<file path="src/rtl/line_loader.sv">
// Byte-stream loader for the instruction line memory: packs bytes MSB first into
// LINE_WIDTH-bit lines and writes them to consecutive addresses from 0.
module line_loader #(
  parameter int LINE_WIDTH = 32,
  parameter int IP_WIDTH   = 8
) (
  input  logic                  clk,
  input  logic                  n_rst,
  input  logic                  start,
  input  logic [7:0]            in_data,
  input  logic                  in_valid,
  output logic                  in_ready,
  output logic                  wr_en,
  output logic [IP_WIDTH-1:0]   wr_addr,
  output logic [LINE_WIDTH-1:0] wr_data,
  output logic                  busy,
  output logic                  done,
  output logic                  overflow,
  output logic [IP_WIDTH:0]     lines_loaded
);

  localparam int BYTES_PER_LINE = LINE_WIDTH / 8;
  localparam int IDX_W = (BYTES_PER_LINE > 1) ? $clog2(BYTES_PER_LINE) : 1;
  localparam logic [IDX_W-1:0] LAST_IDX = IDX_W'(BYTES_PER_LINE - 1);

  typedef enum logic [1:0] {IDLE, ASSEMBLE, WRITE, DONE} state_t;

  state_t                state_q, state_d;
  logic [IP_WIDTH-1:0]   addr_q, addr_d;
  logic [IDX_W-1:0]      idx_q, idx_d;
  logic [LINE_WIDTH-1:0] shift_q, shift_d;
  logic [IP_WIDTH:0]     lines_q, lines_d;
  logic                  ovf_q, ovf_d;

  logic accept;
  logic last_byte;
  logic line_is_sentinel;
  logic addr_is_last;

  assign accept           = (state_q == ASSEMBLE) && in_valid;
  assign last_byte        = accept && (idx_q == LAST_IDX);
  assign line_is_sentinel = &shift_q;
  assign addr_is_last     = &addr_q;

  always_ff @(posedge clk) begin
    if (!n_rst) begin
      state_q <= IDLE;
      addr_q  <= '0;
      idx_q   <= '0;
      shift_q <= '0;
      lines_q <= '0;
      ovf_q   <= 1'b0;
    end else begin
      state_q <= state_d;
      addr_q  <= addr_d;
      idx_q   <= idx_d;
      shift_q <= shift_d;
      lines_q <= lines_d;
      ovf_q   <= ovf_d;
    end
  end

  always_comb begin
    state_d = state_q;
    case (state_q)
      IDLE, DONE: if (start) state_d = ASSEMBLE;
      ASSEMBLE:   if (last_byte) state_d = WRITE;
      WRITE:      state_d = (line_is_sentinel || addr_is_last) ? DONE : ASSEMBLE;
      default:    state_d = IDLE;
    endcase
  end

  always_comb begin
    addr_d  = addr_q;
    idx_d   = idx_q;
    shift_d = shift_q;
    lines_d = lines_q;
    ovf_d   = ovf_q;
    case (state_q)
      IDLE, DONE: begin
        if (start) begin
          addr_d  = '0;
          idx_d   = '0;
          lines_d = '0;
          ovf_d   = 1'b0;
        end
      end
      ASSEMBLE: begin
        if (accept) begin
          // Shifting left keeps the first byte of the line in the top byte lane.
          shift_d = (shift_q << 8) | LINE_WIDTH'(in_data);
          idx_d   = last_byte ? '0 : idx_q + IDX_W'(1);
        end
      end
      WRITE: begin
        lines_d = lines_q + (IP_WIDTH+1)'(1);
        idx_d   = '0;
        if (line_is_sentinel)  ovf_d = 1'b0;
        else if (addr_is_last) ovf_d = 1'b1;
        else                   addr_d = addr_q + IP_WIDTH'(1);
      end
      default: ;
    endcase
  end

  always_comb begin
    in_ready = (state_q == ASSEMBLE);
    wr_en    = (state_q == WRITE);
    busy     = (state_q == ASSEMBLE) || (state_q == WRITE);
    done     = (state_q == DONE);
  end

  assign wr_addr      = addr_q;
  assign wr_data      = shift_q;
  assign overflow     = ovf_q;
  assign lines_loaded = lines_q;

endmodule

</file>
<file path="config.mk">
export PLATFORM = sky130hd
export DESIGN_NAME = line_loader
export DESIGN_NICKNAME = d
export VERILOG_FILES = /design/src/rtl/line_loader.sv
export SDC_FILE = /design/constraint.sdc
export NUM_CORES = 1
export LEC_CHECK = 0
export ABC_CLOCK_PERIOD_IN_PS = 1810
export CAP_MARGIN = 30
export CORE_UTILIZATION = 43
export CTS_CLUSTER_SIZE = 20
export DETAILED_ROUTE_END_ITERATION = 10
export PLACE_DENSITY = 0.75
export SLEW_MARGIN = 20
export SYNTH_ARGS = -nofsm -noshare
export SYNTH_HDL_FRONTEND = slang
export SYNTH_SLANG_ARGS = --single-unit
</file>
<file path="constraint.sdc">
create_clock -name clk -period 1.81 [get_ports clk]
set_input_delay 0.181 -clock clk [delete_from_list [all_inputs] [get_ports clk]]
set_output_delay 0.181 -clock clk [all_outputs]
set_load 0.01 [all_outputs]
</file>
==> out/summary.txt <==
Psw: 0.518 mW
CP max stage delay: 0.35 ns
Ports: 66
R2R setup slack: 0.07 ns
Reg2reg path depth: 7
CP max stage cell: dfxtp_1
Wire per inst: 13.5 µm
H-tree levels: 2
Worst-skew pair later-pin latency: 0.30 ns
Pwr Density: 646 nW/µm²
EDFF count, synth: 0
Via density: 5.09
Clock Sinks: 54
CP Capture Type: flop
Synth area leaders: dfxtp_1 45%, nand2_1 13%, a21boi_0 10%
Die height: 77.0 µm
Routed Antenna Nets: 0
DRT iter0 DRCs: 117
Slew margin rel.: 53.4%
Die ar.: 5930 µm²
Share of layout cells above drive strength 1: 14.6%
Mapped Cells: 285
Post-Syn Area per Cell: 8.49 µm²
Nets: 395
Cell Rows: 26
CP Max Fanout: 7
Post-Route WL: 6030 µm
CP cell instances: inv_1, ha_4, mux2_4, and3_2, nand4_1, xor2_1, nor2_1
CP Class: reg -> reg
Sequential share of power: 53.0%
# setup viols final: 0
Syn nets: 304
Outcome: finished, final reports clean
Crit path DAT: 1.91 ns
Initial antenna violation count: 0
Worst Tran Pin Value: 0.695 ns
Shortest period the worst path allows: 1.74 ns
Hold wc startpoint: in_data[0]
Gate power share: 11.0%
Area of the core: 5270 µm²
Yosys reg bits: 54
Fin. max-slew vios: 0
WHS: 0.434 ns
Worst vdd ir: 0.391 mV
First-pass GRT wire length: 10,100 µm
CTS clock-pin slew for the worst setup and hold paths: 0.09 ns
CTS root buffer: clkbuf_8
Top FF cell, synth: dfxtp_1
Starting Density: 45.9%
# fillers: 472
Reg2reg start: state_q[0]
Hold Crit Depth: 3
Hpwl dp: 4280 µm
Synth top area share: 44.7%
GPL Wtd Cong: 0.895
Synth warn: 0
Longest Clk Path Bufs: 2
WP data required: 1.98 ns
Cell Area, Synth: 2420 µm²
Clock skew: 0.00465 ns
Antenna cells: 0
Core Util, Final: 67.1%
WHS Endpoint: wr_data[0]
FFs w/ async S/R, synth: 0%
Internal: 1.77 mW
RSZ-0062 raised after global routing: yes
End of the worst register-to-register path: lines_loaded[8]
Cts bufs inserted: 5
Switching Share: 22.6%
Synth cell types: 41
Leak pwr: 1.30 nW
Area leader, netlist: dfxtp_1
Highest Clock Rate: 576 MHz
Period utilisation layout: 95.9%
Hold Fails Final Rpt: 0
1st-pass router iterations: 4
Max-cap violation count: 0
Die X: 77.0 µm
Grt ovf: 0
Worst hold path type: in -> reg
CTS tree: yes
Clock power frac: 36.0%
Startpoint Class: flop
GRT Util Overall: 21.4%
Area growth syn-to-layout: 46.2%
IO buf count: 65
DRC: 0
Sequential fraction of the synthesis area: 44.7%
Largest net degree at the start of global routing: 35
Hold_buf cts: 0
Via count: 2,270
Vias in the first global route: 2,095
-- what timing repair did --
item,in CTS,in global routing
pin swaps,1,0
cloned,0,0
setup endpoints to repair,3,17
gates resized for setup,3,6
buffers inserted,0,1
-- cells in the final DEF (no fill, tap or decap), drive strengths merged, types with 2 or more instances in the layout --
cell           Yosys  layout
dfxtp             54      54
nor2              11      11
a32oi              2       2
xor2               5       5
clkdlybuf4s50      0      64
o21ai              7       7
nor3               4       4
a211oi             2       2
and3               2       2
nand3              4       4
clkbuf            12       6
and4               3       3
nor2b              3       3
or3                2       2
ha                 7       7
nand4             14      14
mux2i              4       4
nor4               3       3
o22ai              2       2
a21oi              4       4
buf                2      33
a311oi             2       2
a21boi            33      33
and2               3       3
nand2             83      83
inv                7       7
or2                2       2
-- cells in the mapped netlist, drive strengths merged, types with 3 or more instances --
master and number:
a21boi 33, a21oi 4, and2 3, and4 3, clkbuf 12, dfxtp 54
ha 7, inv 7, mux2i 4, nand2 83, nand3 4, nand4 14
nor2 11, nor2b 3, nor3 4, nor4 3, o21ai 7, xor2 5
-- through the flow --
step                      instance area [µm²]  setup TNS [ns]  power, mW  std cells  setup WS, ns
after CTS                                3490               0       2.30        445        0.0203
after detailed placement                 3370               0       1.48        438        0.0593
final                                    3540               0       2.29        446        0.0743
after global placement                   3370               0       1.48        438        0.0917
after global routing                     3540         -0.0653       2.38        446       -0.0607
after floorplan                          2420               0       1.36        285        0.0124
-- metal layers --
metal	GRT usage (%)	vias up	part of all wire (%)	routed length (µm)
met5	0	-	0	0
met4	5.09	0	0.88	53
met3	3.57	5	4.5	270
met2	33.8	58	48	2880
met1	30.4	1042	47	2820
li1	-	1165	-	-
-- flip-flops by register name, summed over array words and instances, names as in the netlist --
name	flops
idx_q	2
wr_data	32
lines_loaded	9
overflow	1
wr_addr	8
state_q	2
-- worst max-delay path, delay by kind of cell (launching register included) --
family        cells  cell delay, ns
xor+xnor          1            0.14
fa+ha+maj         1            0.29
buf+inv           1            0.08
flops             1            0.35
mux               1            0.35
simple gates      3            0.39
-- cells by family (layout without fill, tap and decap cells) --
logic type               Yosys count  count (layout)  synth area share, %
AND/OR/NAND/NOR                  135             135                 26.6
AO/OA/AOI/OAI                     58              58                 17.7
flip-flops                        54              54                 44.7
buffers and inverters             21             112                 3.36
adder cells (fa/ha/maj)            7               7                 3.62
XOR/XNOR                           5               5                 1.81
multiplexers                       5               5                 2.27
-- cell type report --
cell class	instances	area, µm²	share of cell area (%)
Clock buffer	6	82.6	2.33
Inverter	7	26.3	0.743
Sequential cell	54	1080	30.6
Clock inverter	1	30.0	0.849
Tap cell	70	87.6	2.48
Timing Repair Buffer	98	922	26.1
Multi-Input combinational cell	210	1310	37.0
-- how the worst max path moves through the flow --
| stage | from | endpoint | slack [ns] | cells after the start |
|---|---|---|---|---|
| floorplan | state_q[0] | lines_loaded[8] | 0.01 | 7 |
| global placement | state_q[0] | lines_loaded[8] | 0.09 | 7 |
| detailed placement | state_q[0] | lines_loaded[5] | 0.06 | 6 |
| CTS | state_q[0] | lines_loaded[7] | 0.02 | 6 |
| global route | wr_data[27] | state_q[1] | -0.06 | 5 |
| finish | state_q[0] | lines_loaded[8] | 0.07 | 7 |
-- power by group through the flow --
stage          clock, mW  combinational, mW  sequential, mW
3_5_place_dp           0              0.242            1.24
2_1_floorplan          0              0.108            1.25
3_3_place_gp           0              0.242            1.24
4_1_cts            0.842              0.243            1.21
5_1_grt            0.894              0.273            1.21
6_report           0.823              0.252            1.21
No activity file was read; power rests on OpenSTA's default activity.
